$ cat src/rtl/ula_seq.sv
// Sequential ALU: single-cycle logic/arith ops plus bit-serial shifts, with flags.
// Latency: ops 000-101 finish in 1 cycle (back-to-back OK); shifts take min(b,BITS)+2 cycles.
// Backpressure: ready_out drops while a shift runs; start_in is ignored (not queued) until IDLE.
module ula_seq #(
    parameter int BITS = 8,
    parameter int OP   = 3
) (
    input  logic            clk_in,
    input  logic            rst_in,
    input  logic            start_in,
    input  logic [OP-1:0]   op_in,
    input  logic [BITS-1:0] a_in,
    input  logic [BITS-1:0] b_in,
    input  logic            abort_in,
    output logic            ready_out,
    output logic            done_out,
    output logic [BITS-1:0] result_out,
    output logic            carry_out,
    output logic            zero_out,
    output logic            neg_out,
    output logic            ovf_out
);

    // Counter must be able to hold the value BITS itself (amounts are clamped to BITS).
    localparam int            CW       = $clog2(BITS + 1);
    localparam logic [CW-1:0] CNT_MAX  = CW'(BITS);
    localparam logic [BITS:0] BITS_EXT = (BITS + 1)'(BITS);

    localparam logic [0:0] IDLE  = 1'b0;
    localparam logic [0:0] SHIFT = 1'b1;

    logic [0:0]      state;
    logic [CW-1:0]   cnt;
    logic [BITS-1:0] sreg;
    logic            last_out;   // most recent bit shifted out; becomes the shift carry
    logic            dir_left;

    logic [2:0]      opc;
    logic [BITS:0]   sum;
    logic [BITS:0]   diff;
    logic [BITS-1:0] alu_res;
    logic            alu_c;
    logic            alu_v;
    logic [CW-1:0]   shift_amt;

    assign opc       = op_in[2:0];
    assign sum       = {1'b0, a_in} + {1'b0, b_in};
    // Bit BITS of the widened difference is the unsigned borrow (a < b).
    assign diff      = {1'b0, a_in} - {1'b0, b_in};
    assign shift_amt = ({1'b0, b_in} >= BITS_EXT) ? CNT_MAX : b_in[CW-1:0];
    assign ready_out = (state == IDLE);

    // Single-cycle datapath for the non-shift opcodes.
    always_comb begin
        alu_res = '0;
        alu_c   = 1'b0;
        alu_v   = 1'b0;
        case (opc)
            3'b000: alu_res = ~b_in;
            3'b001: alu_res = a_in & b_in;
            3'b010: alu_res = a_in | b_in;
            3'b011: alu_res = a_in ^ b_in;
            3'b100: begin
                alu_res = sum[BITS-1:0];
                alu_c   = sum[BITS];
                alu_v   = (a_in[BITS-1] == b_in[BITS-1]) && (sum[BITS-1] != a_in[BITS-1]);
            end
            3'b101: begin
                alu_res = diff[BITS-1:0];
                alu_c   = diff[BITS];
                alu_v   = (a_in[BITS-1] != b_in[BITS-1]) && (diff[BITS-1] != a_in[BITS-1]);
            end
            default: ;
        endcase
    end

    // Control FSM, shifter and registered result/flags.
    always_ff @(posedge clk_in or posedge rst_in) begin
        if (rst_in) begin
            state      <= IDLE;
            cnt        <= '0;
            sreg       <= '0;
            last_out   <= 1'b0;
            dir_left   <= 1'b0;
            done_out   <= 1'b0;
            result_out <= '0;
            carry_out  <= 1'b0;
            zero_out   <= 1'b0;
            neg_out    <= 1'b0;
            ovf_out    <= 1'b0;
        end else begin
            done_out <= 1'b0;
            case (state)
                IDLE: begin
                    // An abort in IDLE suppresses a simultaneous start.
                    if (start_in && !abort_in) begin
                        if (opc[2:1] == 2'b11) begin
                            sreg     <= a_in;
                            cnt      <= shift_amt;
                            last_out <= 1'b0;
                            dir_left <= ~opc[0];
                            state    <= SHIFT;
                        end else begin
                            result_out <= alu_res;
                            carry_out  <= alu_c;
                            zero_out   <= (alu_res == '0);
                            neg_out    <= alu_res[BITS-1];
                            ovf_out    <= alu_v;
                            done_out   <= 1'b1;
                        end
                    end
                end
                default: begin
                    if (abort_in) begin
                        state <= IDLE;
                    end else if (cnt != '0) begin
                        if (dir_left) begin
                            {last_out, sreg} <= {sreg, 1'b0};
                        end else begin
                            {sreg, last_out} <= {1'b0, sreg};
                        end
                        cnt <= cnt - 1'b1;
                    end else begin
                        result_out <= sreg;
                        carry_out  <= last_out;
                        zero_out   <= (sreg == '0);
                        neg_out    <= sreg[BITS-1];
                        ovf_out    <= 1'b0;
                        done_out   <= 1'b1;
                        state      <= IDLE;
                    end
                end
            endcase
        end
    end

endmodule

$ cat config.mk
export PLATFORM = sky130hd
export DESIGN_NAME = ula_seq
export DESIGN_NICKNAME = d
export VERILOG_FILES = /design/src/rtl/ula_seq.sv
export SDC_FILE = /design/constraint.sdc
export NUM_CORES = 1
export LEC_CHECK = 0
export ABC_AREA = 1
export BUFFER_PORTS_ARGS = -buffer_cell sky130_fd_sc_hd__buf_4
export CAP_MARGIN = 10
export CORE_MARGIN = 5
export CORE_UTILIZATION = 54
export CTS_BUF_LIST = sky130_fd_sc_hd__clkbuf_4 sky130_fd_sc_hd__clkbuf_8
export CTS_CLUSTER_DIAMETER = 200
export DETAILED_ROUTE_END_ITERATION = 8
export PLACE_DENSITY = 0.79
export SLEW_MARGIN = 40
export SYNTH_ARGS = -nofsm -noshare
export SYNTH_HDL_FRONTEND = slang
export SYNTH_SLANG_ARGS = --single-unit
export TNS_END_PERCENT = 1
$ cat constraint.sdc
create_clock -name clk_in -period 1.6 [get_ports clk_in]
set_input_delay 0.08 -clock clk_in [delete_from_list [all_inputs] [get_ports clk_in]]
set_output_delay 0.08 -clock clk_in [all_outputs]
set_load 0.05 [all_outputs]
Word-level counts from Yosys, hierarchy flattened
Index checks and enable logic that the tools add are counted.

Bits of input ports: 23. Logic and storage cells: 104. Output and inout bits: 14. Bits in registers: 28.

Magnitude comparators: 1. Add/subtract/negate cells: 3. Equality and inequality tests: 14. Muxes and demuxes: 56. Bitwise operators: 6. Reductions and logical operators: 13.

Operator list (number): 2-to-1 mux 8 bit (11); case mux 8 bit (6 select lines) (1); 2-to-1 mux 1 bit (36); 2-to-1 mux 4 bit (6); zero test 8 bit (2); adder 8 x 8 -> 9 bit (1); subtractor 8 x 8 -> 9 bit (1); AND 8 bit (1); greater-or-equal comparator 8 x 4 -> 1 bit (second input constant) (1); inverter 8 bit (1); OR 8 bit (1); AND reduction 4 bit (2); XOR 8 bit (1); equality test 3 x 2 -> 1 bit (second input constant) (2); equality test 3 bit (second input constant) (2); != test 2 bit (second input constant) (3); case mux 1 bit (2 select lines) (2); nonzero test 2 bit (2); nonzero test 4 bit (1); subtractor 4 x 1 -> 4 bit (second input constant) (1); equality test 3 x 1 -> 1 bit (second input constant) (1); logical AND 1 bit (3); zero test 3 bit (1); != test 1 bit (3); 6 further kinds (7).

Logic depth before layout (Yosys ltp)
Gate-level depths: netlist of the first run.

Word-level depth: 7. Depth in mapped cells: 15.

Worst setup path before layout of the first run
OpenSTA, ideal clock, no wires.

Kind: flip-flop to flip-flop. From: register state. To: register result_out[2]. Stages on the path, launching flop included: 7. Required time: 1.518 ns. Path buffers: 3. Period minus slack after synthesis: 1.793 ns. Slack: -0.193 ns. Arrival time: 1.711 ns. Setup time: 0.082 ns. Cell sequence: dfrtp_1 clkbuf_2 inv_2 buf_2 buf_1 o21ai_0 a31oi_1.

Word-level cells in the longest chain between the ends: 2. Elaborated cells on any way between the ends: 6. Those cells by class: eq/ne (3); mux (1); reduce/logical (2).

RTL lines: start, declared (RTL line 32) `logic [0:0] state;`; start signal, assigned (RTL line 80) `state <= IDLE;`; start signal, assigned (RTL line 102) `state <= SHIFT;`; start signal, assigned (RTL line 115) `state <= IDLE;`; != test 2 bit (no source line) or nonzero test 2 bit (tied branches); AND reduction 4 bit (no source line); end signal, assigned (RTL line 104) `result_out <= alu_res;`; end signal, assigned (RTL line 124) `result_out <= sreg;`; end, declared (RTL line 17) `output logic [BITS-1:0] result_out,`.

Parallel ways exist; a longest one is shown, timed or not. A chain may end at the register's enable or synchronous reset.

Worst setup path after layout of the first run
From: input a_in[0]. To: register zero_out.

Word-level cells in the longest chain between the ends: 6. Elaborated cells on any way between the ends: 10. Those cells by class: add/sub (2); mux (4); bitwise (3); reduce/logical (1).

RTL lines: start, declared (RTL line 12) `input logic [BITS-1:0] a_in,`; subtractor 8 x 8 -> 9 bit (tied with other cells) (RTL line 49) `assign diff = {1'b0, a_in} - {1'b0, b_in};`; case mux 8 bit (6 select lines) (*) (RTL line 58) `case (opc)`; zero test 8 bit (*) (RTL line 106) `zero_out <= (alu_res == '0);`; 2-to-1 mux 1 bit (*) (RTL line 97) `if (opc[2:1] == 2'b11) begin`; 2-to-1 mux 1 bit (*) (RTL line 96) `if (start_in && !abort_in) begin`; 2-to-1 mux 1 bit (*) (RTL line 93) `case (state)`; end signal, assigned (RTL line 106); end signal, assigned (RTL line 126) `zero_out <= (sreg == '0);`; end, declared (RTL line 19) `output logic zero_out,`.

Mark *: on every way between the ends. The rest lies on a longest branch, timed or not. The select of a mux whose other input is x is not followed.

==> impl_metrics.yaml, run 1 <==
cells_and_area:
  nFillCells: 350
  drive_gt1_frac: 0.287
  area.growth.synth_to_final_pct: 38.2
  layout.nets: 545
  layout.cells.non_filler: 561
  final_area_um2: 3640
  diodes: 0
synth:
  yosys.area_share.simple: 0.321
  syn_area_per_cell_um2: 6.48
  synthXorXnorAreaFrac: 0.00666
  synth_fa_ha_area_frac: 0.134
  synth_cell_types: 32
  seq_area_frac_synth: 0.257
  ys_ff_latch: 27
  syn_area_um2: 2630
  postSynthCellCount: 406
  synth_top_family_by_area: "simple AND/OR/NAND/NOR gates"
  ys_warn_count: 0
  synth-compound-area-share: 0.167
  yosys-mux-area-fraction: 0
  synth_nets: 456
sta:
  timing.final.crit_share: 1.02
  final-setup-viol-count: 2
  fmax_ghz: 0.614
  rsz0062_at_grt: "yes"
  maxSlewHeadroom: 0.739
  fin_ws_ns: -0.0283
  hold_violations: 0
  tightest_slew_ns: 0.391
  fin_worst_skew_ns: 0.00401
  fin_crit_ns: 1.63
  drv_slew: 0
route:
  routedWlPerCell_um: 15.2
  dr.pass1.iters: 6
  routed_wl_mm: 8.51
  drc: 0
  drtIter0Drc: 307
  vias: 3174
  viasPerCell: 5.66
  drtAntennaViolNets: 0
global_route:
  grt_pass1_wl_mm: 13.7
  grt_pass1_vias: 3037
  grt_use_total: 0.270
  grt_max_degree: 28
  antenna_found_initial: 0
  grt-ovfl-total: 0
power:
  p_per_area_nw_per_um2: 899
  internal-power_mw: 1.79
  p_sw_frac: 0.453
  sequentialPowerShare: 0.327
  p_leak_nw: 1.92
  comb_power_share: 0.546
  ir_drop_uv: 504
  p_clk_frac: 0.126
  p_sw_mw: 1.48
critical_path:
  critPathCaptureType: "flip-flop"
  cp-start-kind: "input port"
  cp.required_ns: 1.82
  worstSetupPathType: "in -> reg"
  cp_max_fo: 2
  crit_arrival_ns: 1.85
floorplanning:
  ios: 37
  fp.dieW_um: 79.8
  die_h_um: 79.8
  core_area_um2: 4720
  start_util: 0.557
  die_area_um2: 6370
  rows: 25
clock_tree:
  cts_tree: "built"
  cts.sinks: 27
  clkTransAtPathRegs_ns: 0.10
  clk_path_buf_depth: 2
  clock_latency_ns: 0.28
  cts_made_buffers: 3
  cts-root-buf: "clkbuf_8"
  htree_levels: 1
hold_path:
  hp-class: "in -> reg"
status:
  status: "finished, violations left"
  violations: "negative setup slack"
placement:
  postPlaceCellArea_um2: 3320
  gp_congestion: 0.988
  dp_slack_ns: -0.318
  io_buffers: 36
  dpl.hpwl_mm: 6.09
  dp_cells: 546
run:
  cap_violations: 0
## layer usage
metal / global-route usage / vias to the layer above / share of wire
li1: - / 1500 / -
met1: 0.337 / 1442 / 0.40
met2: 0.477 / 197 / 0.49
met3: 0.0260 / 35 / 0.082
met4: 0.103 / 0 / 0.028
met5: 0 / - / 0
## worst paths after layout
check	to	from	cells after the start	slack, ns
worst max-delay path	zero_out$_DFFE_PP0P_	a_in[0]	14	-0.03
worst min-delay path	dir_left$_DFFE_PP0P_	op_in[0]	2	0.13
worst max register to register	sreg[2]$_DFFE_PP0P_	cnt[0]$_DFFE_PP0P_	10	0
worst min register to register	result_out[5]$_DFFE_PP0P_	result_out[5]$_DFFE_PP0P_	2	0.50
max in group asynchronous	cnt[0]$_DFFE_PP0P_	rst_in	4	0.94
min in group asynchronous	result_out[7]$_DFFE_PP0P_	rst_in	4	0.41
## synthesized netlist by cell type
| library cell | number | area (um2) |
|---|---|---|
| nand4_1 | 3 | 18.8 |
| nand2_1 | 93 | 349 |
| a22o_1 | 1 | 8.76 |
| o31ai_4 | 1 | 21.3 |
| nand2_2 | 3 | 18.8 |
| nor2_1 | 50 | 188 |
| o221ai_1 | 1 | 8.76 |
| a31oi_1 | 11 | 68.8 |
| o22ai_1 | 9 | 56.3 |
| nand3b_1 | 1 | 7.51 |
| clkbuf_2 | 1 | 5.00 |
| fa_1 | 2 | 40.0 |
| buf_2 | 6 | 30.0 |
| nand3_2 | 1 | 10.0 |
| buf_4 | 4 | 30.0 |
| dfrtp_1 | 27 | 676 |
| o211ai_1 | 1 | 7.51 |
| inv_2 | 8 | 30.0 |
| buf_1 | 2 | 7.51 |
| o2bb2ai_1 | 1 | 8.76 |
| o21ai_1 | 2 | 10.0 |
| a21oi_1 | 16 | 80.1 |
| o21ai_0 | 32 | 160 |
| nand3_1 | 42 | 210 |
| xor2_1 | 2 | 17.5 |
| inv_1 | 51 | 191 |
| nor2_2 | 3 | 18.8 |
| nor3_1 | 2 | 10.0 |
| ha_1 | 25 | 313 |
| nor4_1 | 2 | 12.5 |
| o2111ai_1 | 1 | 8.76 |
| clkbuf_1 | 2 | 7.51 |
## critical path: stages
cell     delay, ns
buf_6         0.09
inv_2         0.05
ha_4          0.16
fa_2          0.53
inv_1         0.04
nand3_1       0.11
nand3_2       0.09
nor2_2        0.11
nand2_1       0.06
nor2_1        0.10
nand3_1       0.11
nor2_1        0.12
nand2_1       0.08
a21oi_2       0.14
## placed cells by master (no fill, tap or decap), types with 5 or more instances in the layout
cell type / count
nor2_1: 45
ha_1: 20
dfrtp_1: 27
nand2_1: 91
o21ai_0: 27
ha_4: 5
nand3_1: 40
nor2_2: 8
o21ai_1: 6
inv_2: 12
buf_4: 91
o22ai_1: 9
inv_1: 47
a31oi_1: 11
a21oi_1: 15
## timing repair
action,CTS,global route
pin swaps,2,12
hold endpoints to repair,27,0
cloned,1,1
buffers inserted,6,2
hold buffers,1,0
resized for setup,5,34
endpoints found under the setup margin,7,20
## layout make-up
| cell class | instances | area (um2) | area share |
|---|---|---|---|
| inverter | 59 | 221 | 0.0609 |
| tap | 67 | 83.8 | 0.0231 |
| timing repair buffer | 99 | 828 | 0.228 |
| clock buffer | 3 | 41.3 | 0.0114 |
| sequential | 27 | 676 | 0.186 |
| clock inverter | 1 | 7.51 | 0.00206 |
| multi-input combinational | 305 | 1780 | 0.489 |
## kinds of logic after synthesis
| logic type | Yosys count |
|---|---|
| buf+inv | 74 |
| flops | 27 |
| simple gates | 200 |
| compound gates | 76 |
| xor+xnor | 2 |
| fa+ha+maj | 27 |
## state kept, by name, summed over array words and instances (netlist names)
register and cells:
ovf_out 1, sreg 8, result_out 8, state 1
dir_left 1, last_out 1, done_out 1, carry_out 1
zero_out 1, cnt 4
## metrics by stage
stage	hold slack (ns)	utilization	total power, mW	TNS, ns
after global placement	0.163	0.703	2.54	-1.22
after global routing	0.124	0.770	3.46	-0.848
final	0.130	0.770	3.27	-0.0286
after detailed placement	0.160	0.703	2.57	-1.71
after floorplan	0.133	-	2.02	-0.00594
after CTS	0.118	0.735	3.09	-0.00960
## power by group through the flow
stage | Combinational [mW] | Clock (mW) | Sequential [mW]
after floorplan | 0.721 | 0 | 1.29
after global placement | 1.48 | 0 | 1.05
after detailed placement | 1.51 | 0 | 1.06
after CTS | 1.64 | 0.401 | 1.05
after global routing | 1.94 | 0.427 | 1.09
final | 1.79 | 0.412 | 1.07
No activity file was read; power rests on OpenSTA's default activity.
==> inputs of run 2 (changes only) <==
--- a/config.mk
+++ b/config.mk
@@ -8,11 +8,11 @@
 export ABC_AREA = 1
 export BUFFER_PORTS_ARGS = -buffer_cell sky130_fd_sc_hd__buf_4
 export CAP_MARGIN = 10
-export CORE_MARGIN = 5
 export CORE_UTILIZATION = 54
-export CTS_BUF_LIST = sky130_fd_sc_hd__clkbuf_4 sky130_fd_sc_hd__clkbuf_8
+export CTS_BUF_LIST = sky130_fd_sc_hd__clkbuf_4
 export CTS_CLUSTER_DIAMETER = 200
 export DETAILED_ROUTE_END_ITERATION = 8
+export GPL_TIMING_DRIVEN = 0
 export PLACE_DENSITY = 0.79
 export SLEW_MARGIN = 40
 export SYNTH_ARGS = -nofsm -noshare
==> run 2 against run 1 <==
Net effect: the run now ends clean; flip-flop and latch count unchanged; utilization down 7.8 points; sequential share of layout area up 2.3 points; power down 12%; sequential power about the same; clock power down 30%; register-to-register slack better by 0.05 ns; final area down 11%; largest cell class unchanged.
==> impl_metrics.yaml, run 2 (synthesis gave the netlist of run 1 again) <==
floorplanning:
  ios: 37
  fp.dieW_um: 71.8
  start_util: 0.561
  rows: 25
  die_area_um2: 5150
  core_area_um2: 4690
  die_h_um: 71.8
cells_and_area:
  reg.largest.list: "result_out x8, sreg x8, cnt x4"
  diodes: 0
  drive_gt1_frac: 0.235
  layout.nets: 507
  area.growth.synth_to_final_pct: 23.4
  layout_commonest_cell: "nand2_1"
  final_cell_mix: "nand2_1, nor2_1, buf_4, inv_1, nand3_1"
  nFillCells: 437
  final_area_um2: 3250
critical_path:
  cp_max_fo: 3
  cp-start-kind: "input port"
  reg2regPathDepth: 8
  critPathCaptureType: "flip-flop"
  crit_arrival_ns: 1.83
  worstSetupPathType: "in -> reg"
  cp.required_ns: 1.86
sta:
  hold_violations: 0
  fmax_ghz: 0.637
  maxSlewHeadroom: 0.643
  fin_worst_skew_ns: 0.00840
  tightest_slew_ns: 0.534
  fin_crit_ns: 1.57
  rsz0062_at_grt: "yes"
  holdWs_ns: 0.0380
  drv_slew: 0
  timing.final.crit_share: 0.981
  tns_ns: 0
  final-setup-viol-count: 0
route:
  vias: 2898
  viasPerCell: 5.68
  drtIter0Drc: 348
  drc: 0
  dr.pass1.iters: 5
  routed_wl_mm: 7.25
  routedWlPerCell_um: 14.2
  drtAntennaViolNets: 0
clock_tree:
  cts_tree: "built"
  cts_made_buffers: 3
  clk_path_buf_depth: 2
  clkTransAtPathRegs_ns: 0.14
  clock_latency_ns: 0.32
  htree_levels: 1
  cts-root-buf: "clkbuf_4"
  cts.sinks: 27
placement:
  gp_congestion: 0.877
  dpl.hpwl_mm: 5.52
  postPlaceCellArea_um2: 2970
  io_buffers: 36
global_route:
  grt_pass1_vias: 2637
  grt_max_degree: 28
  antenna_found_initial: 0
  grt_use_total: 0.278
  grt-ovfl-total: 0
  grt_pass1_wl_mm: 11.5
status:
  status: "finished clean"
power:
  p_per_area_nw_per_um2: 891
  p_sw_mw: 1.36
  internal-power_mw: 1.53
  p_clk_frac: 0.100
  ir_drop_uv: 446
  sequentialPowerShare: 0.366
  p_sw_frac: 0.472
  p_leak_nw: 1.68
  comb_power_share: 0.534
hold_path:
  hp-class: "in -> reg"
  whs_path_depth: 3
run:
  cap_violations: 0
## run 2: metal layers
layer  vias to the layer above  routed length, um  global-route usage
met5                         -                  0                   0
met4                         0                182              0.0654
met3                        17                418             0.00844
met2                       117               3530               0.513
met1                      1342               3110               0.359
li1                       1422                  -                   -
## run 2: final cells by class
type                            count  area (um2)  share of cell area
Multi-Input combinational cell    305        1760               0.542
Sequential cell                    27         677               0.209
Timing Repair Buffer               47         372               0.114
Inverter                           59         236              0.0729
Buffer                             14         106              0.0328
Tap cell                           54        67.6              0.0208
Clock buffer                        3        22.5             0.00694
Clock inverter                      1        5.00             0.00154
## run 2: power by group through the flow
stage | combinational, mW | sequential, mW | clock (mW)
after floorplan | 0.721 | 1.29 | 0
after global placement | 1.35 | 1.04 | 0
after detailed placement | 1.37 | 1.05 | 0
after CTS | 1.41 | 1.04 | 0.295
after global routing | 1.69 | 1.08 | 0.317
final | 1.54 | 1.06 | 0.289
## run 2: path summary, 6_finish.rpt
kind                                    endpoint                   from  slack [ns]
setup / recovery            zero_out$_DFFE_PP0P_                a_in[0]        0.03
hold / removal               sreg[6]$_DFFE_PP0P_                a_in[6]        0.04
setup reg to reg              cnt[2]$_DFFE_PP0P_     cnt[0]$_DFFE_PP0P_        0.05
hold reg to reg            carry_out$_DFFE_PP0P_  carry_out$_DFFE_PP0P_        0.50
max in group asynchronous        state$_DFF_PP0_                 rst_in        0.86
min in group asynchronous     done_out$_DFF_PP0_                 rst_in        0.35
## run 2: repair_timing
item	in CTS	in global routing
hold buffers	1	0
gates resized for setup	9	46
pin swaps	2	15
buffers inserted	3	6
setup endpoints to repair	25	25
cloned	0	1
hold endpoints to repair	27	0
## run 2: per-stage QoR
stage / setup slack (ns) / cells / power [mW] / util
floorplan: -0.00594 / 406 / 2.02 / -
global route: -0.0396 / 510 / 3.08 / 0.692
global placement: -0.404 / 496 / 2.39 / 0.633
detailed placement: -0.422 / 496 / 2.43 / 0.633
finish: 0.0299 / 510 / 2.89 / 0.692
CTS: -0.00145 / 504 / 2.74 / 0.650
## run 2: critical path: stages
cell and delay (ns):
buf_8 0.09, inv_6 0.04, ha_4 0.16, fa_2 0.56
inv_2 0.04, nand3_2 0.06, nand3_2 0.07, nor2_2 0.14
nand2_1 0.07, nor2_1 0.11, nand3_1 0.09, nor2_1 0.11
nand2_1 0.07, a21oi_1 0.14
==> inputs of run 3 (changes only) <==
--- a/config.mk
+++ b/config.mk
@@ -6,14 +6,14 @@
 export NUM_CORES = 1
 export LEC_CHECK = 0
 export ABC_AREA = 1
-export BUFFER_PORTS_ARGS = -buffer_cell sky130_fd_sc_hd__buf_4
+export BUFFER_PORTS_ARGS = -buffer_cell sky130_fd_sc_hd__buf_2
 export CAP_MARGIN = 10
-export CORE_UTILIZATION = 54
+export CORE_UTILIZATION = 55
 export CTS_BUF_LIST = sky130_fd_sc_hd__clkbuf_4
 export CTS_CLUSTER_DIAMETER = 200
 export DETAILED_ROUTE_END_ITERATION = 8
 export GPL_TIMING_DRIVEN = 0
-export PLACE_DENSITY = 0.79
+export PLACE_DENSITY = 0.77
 export SLEW_MARGIN = 40
 export SYNTH_ARGS = -nofsm -noshare
 export SYNTH_HDL_FRONTEND = slang
==> constraint.sdc (replaced) <==
create_clock -name clk_in -period 1.8 [get_ports clk_in]
set_input_delay 0.09 -clock clk_in [delete_from_list [all_inputs] [get_ports clk_in]]
set_output_delay 0.09 -clock clk_in [all_outputs]
set_load 0.05 [all_outputs]
==> run 3 against run 2 <==
Net effect: the run now ends with design-rule violations left; count of clock-buffer cells in the layout is the same; critical path depth shrank 9; worst setup slack gained 0.025 ns; combinational power shrank 23%; final cell count shrank 2.2%; worst hold slack gained 0.015 ns; first-iteration DRC count shrank 1.1%; global-route usage grew 0.78 points; flip-flop and latch count is the same; power shrank 18%; critical endpoint is now ready_out.
==> impl_metrics.yaml, run 3 (synthesis gave the netlist of run 1 again) <==
sta:
  fin_crit_ns: 1.75
  rsz0062_at_grt: "yes"
  maxSlewHeadroom: 0.629
  drv_slew: 0
  tightest_slew_ns: 0.556
  fmax_ghz: 0.573
  fin_ws_ns: 0.0547
  timing.final.crit_share: 0.970
  hold_violations: 0
  final-setup-viol-count: 0
  tns_ns: 0
  fin_worst_skew_ns: 0.00378
placement:
  gp_congestion: 0.913
  dpl.hpwl_mm: 5.43
  dp_cells: 494
  io_buffers: 36
  dp_slack_ns: -0.230
cells_and_area:
  layout.cells.non_filler: 499
  layout.nets: 498
  final_util: 0.654
  final_cell_mix: "nand2_1, inv_1, nor2_1, nand3_1, buf_2"
  drive_gt1_frac: 0.161
  layout_commonest_cell: "nand2_1"
  nFillCells: 423
  reg.largest.list: "result_out x8, sreg x8, cnt x4"
  area.growth.synth_to_final_pct: 11.2
  diodes: 0
status:
  status: "finished, violations left"
  violations: "design-rule violations"
clock_tree:
  cts.sinks: 27
  clkTransAtPathRegs_ns: 0.15
  postCtsSetupBuffers: 0
  htree_levels: 1
  cts_tree: "built"
  cts_made_buffers: 3
  clk_path_buf_depth: 2
  cts-root-buf: "clkbuf_4"
  clock_latency_ns: 0.33
power:
  internal-power_mw: 1.22
  sequentialPowerShare: 0.387
  p_per_area_nw_per_um2: 811
  p_sw_mw: 1.15
  ir_drop_uv: 324
  p_clk_frac: 0.112
  comb_power_share: 0.501
  p_sw_frac: 0.484
  p_leak_nw: 1.59
route:
  routed_wl_mm: 6.85
  viasPerCell: 5.58
  routedWlPerCell_um: 13.7
  drtAntennaViolNets: 0
  vias: 2783
  dr.pass1.iters: 8
  drtIter0Drc: 344
  drc: 2
global_route:
  use_met3: 0.0114
  grt_max_degree: 28
  top_usage_layer: "met2"
  use_met2: 0.497
  grt_use_total: 0.286
  antenna_found_initial: 0
  grt_pass1_vias: 2547
  grt_util_met1: 0.386
  grt-ovfl-total: 0
  grt_pass1_wl_mm: 11.6
critical_path:
  critical_path.startpoint: "state$_DFF_PP0_"
  crit_arrival_ns: 1.66
  cp-start-kind: "flip-flop"
  cp.required_ns: 1.71
  critPathCaptureType: "primary output"
  worstSetupPathType: "reg -> out"
  cp_max_fo: 10
  critPathSlowestCell: "dfrtp_1"
  r2r_slack_ns: 0.07
  cp_top_family: "buffers and inverters"
  r2r-start: "cnt[0]$_DFFE_PP0P_"
  crit_chain: "clkbuf_2, inv_2, buf_2, clkbuf_4, buf_4"
  critPathMaxStageDelay_ns: 0.38
  cp_num_buf_inv: 5
floorplanning:
  die_h_um: 71.2
  core_area_um2: 4470
  die_area_um2: 5060
  ios: 37
  fp.dieW_um: 71.2
  rows: 24
  start_util: 0.588
run:
  cap_violations: 0
hold_path:
  min_from: "a_in[5]"
  hp-class: "in -> reg"
[run 3: changes by cell type in the layout (fill, tap and decap cells not counted), moves of 5 or more]
cell and change:
inv_1 +9, buf_2 +39, buf_6 -6, buf_4 -41, inv_2 -5
[run 3: path summary, 6_finish.rpt]
| kind | cells after the start | endpoint |
|---|---|---|
| hold / removal | 3 | sreg[5]$_DFFE_PP0P_ |
| max in group asynchronous | 3 | state$_DFF_PP0_ |
| hold reg to reg | 2 | ovf_out$_DFFE_PP0P_ |
| setup / recovery | 5 | ready_out |
| min in group asynchronous | 3 | sreg[7]$_DFFE_PP0P_ |
| setup reg to reg | 7 | sreg[2]$_DFFE_PP0P_ |
[run 3: through the flow]
step / area [um2] / power (mW) / hold WS (ns)
5_1_grt: 2930 / 2.55 / 0.0563
3_3_place_gp: 2880 / 2.06 / 0.361
3_5_place_dp: 2880 / 2.09 / 0.170
6_report: 2930 / 2.37 / 0.0534
4_1_cts: 2920 / 2.36 / 0.0464
2_1_floorplan: 2630 / 1.79 / 0.143
[run 3: area by class of cell]
cell class | instances | area, um2 | area share
timing repair buffer | 37 | 193 | 0.0659
clock inverter | 1 | 5.00 | 0.00171
multi-input combinational | 305 | 1660 | 0.567
clock buffer | 3 | 22.5 | 0.00770
inverter | 59 | 221 | 0.0757
tap | 52 | 65.1 | 0.0222
sequential | 27 | 676 | 0.231
buffer | 15 | 85.1 | 0.0291
[run 3: layer usage]
metal / wire, um / vias up
met5: 0 / -
met4: 122 / 0
met3: 384 / 16
met2: 3270 / 114
met1: 3070 / 1247
li1: - / 1406
[run 3: tightest hold or removal path, stage by stage]
cell and delay, ns:
buf_2 0.13, nand2_1 0.07, a31oi_1 0.07
[run 3: power groups by stage]
stage                     Combinational, mW  Clock, mW  Sequential (mW)
final                                  1.19      0.267            0.918
after CTS                              1.17      0.271            0.912
after detailed placement               1.17          0            0.923
after global placement                 1.14          0            0.921
after global routing                   1.32      0.291            0.943
after floorplan                       0.641          0             1.15
[run 3: timing repair]
item                                    in CTS  in global routing
endpoints found under the hold margin       27                  0
gates resized for setup                      2                  4
endpoints found under the setup margin       1                 19
hold buffers                                 1                  0
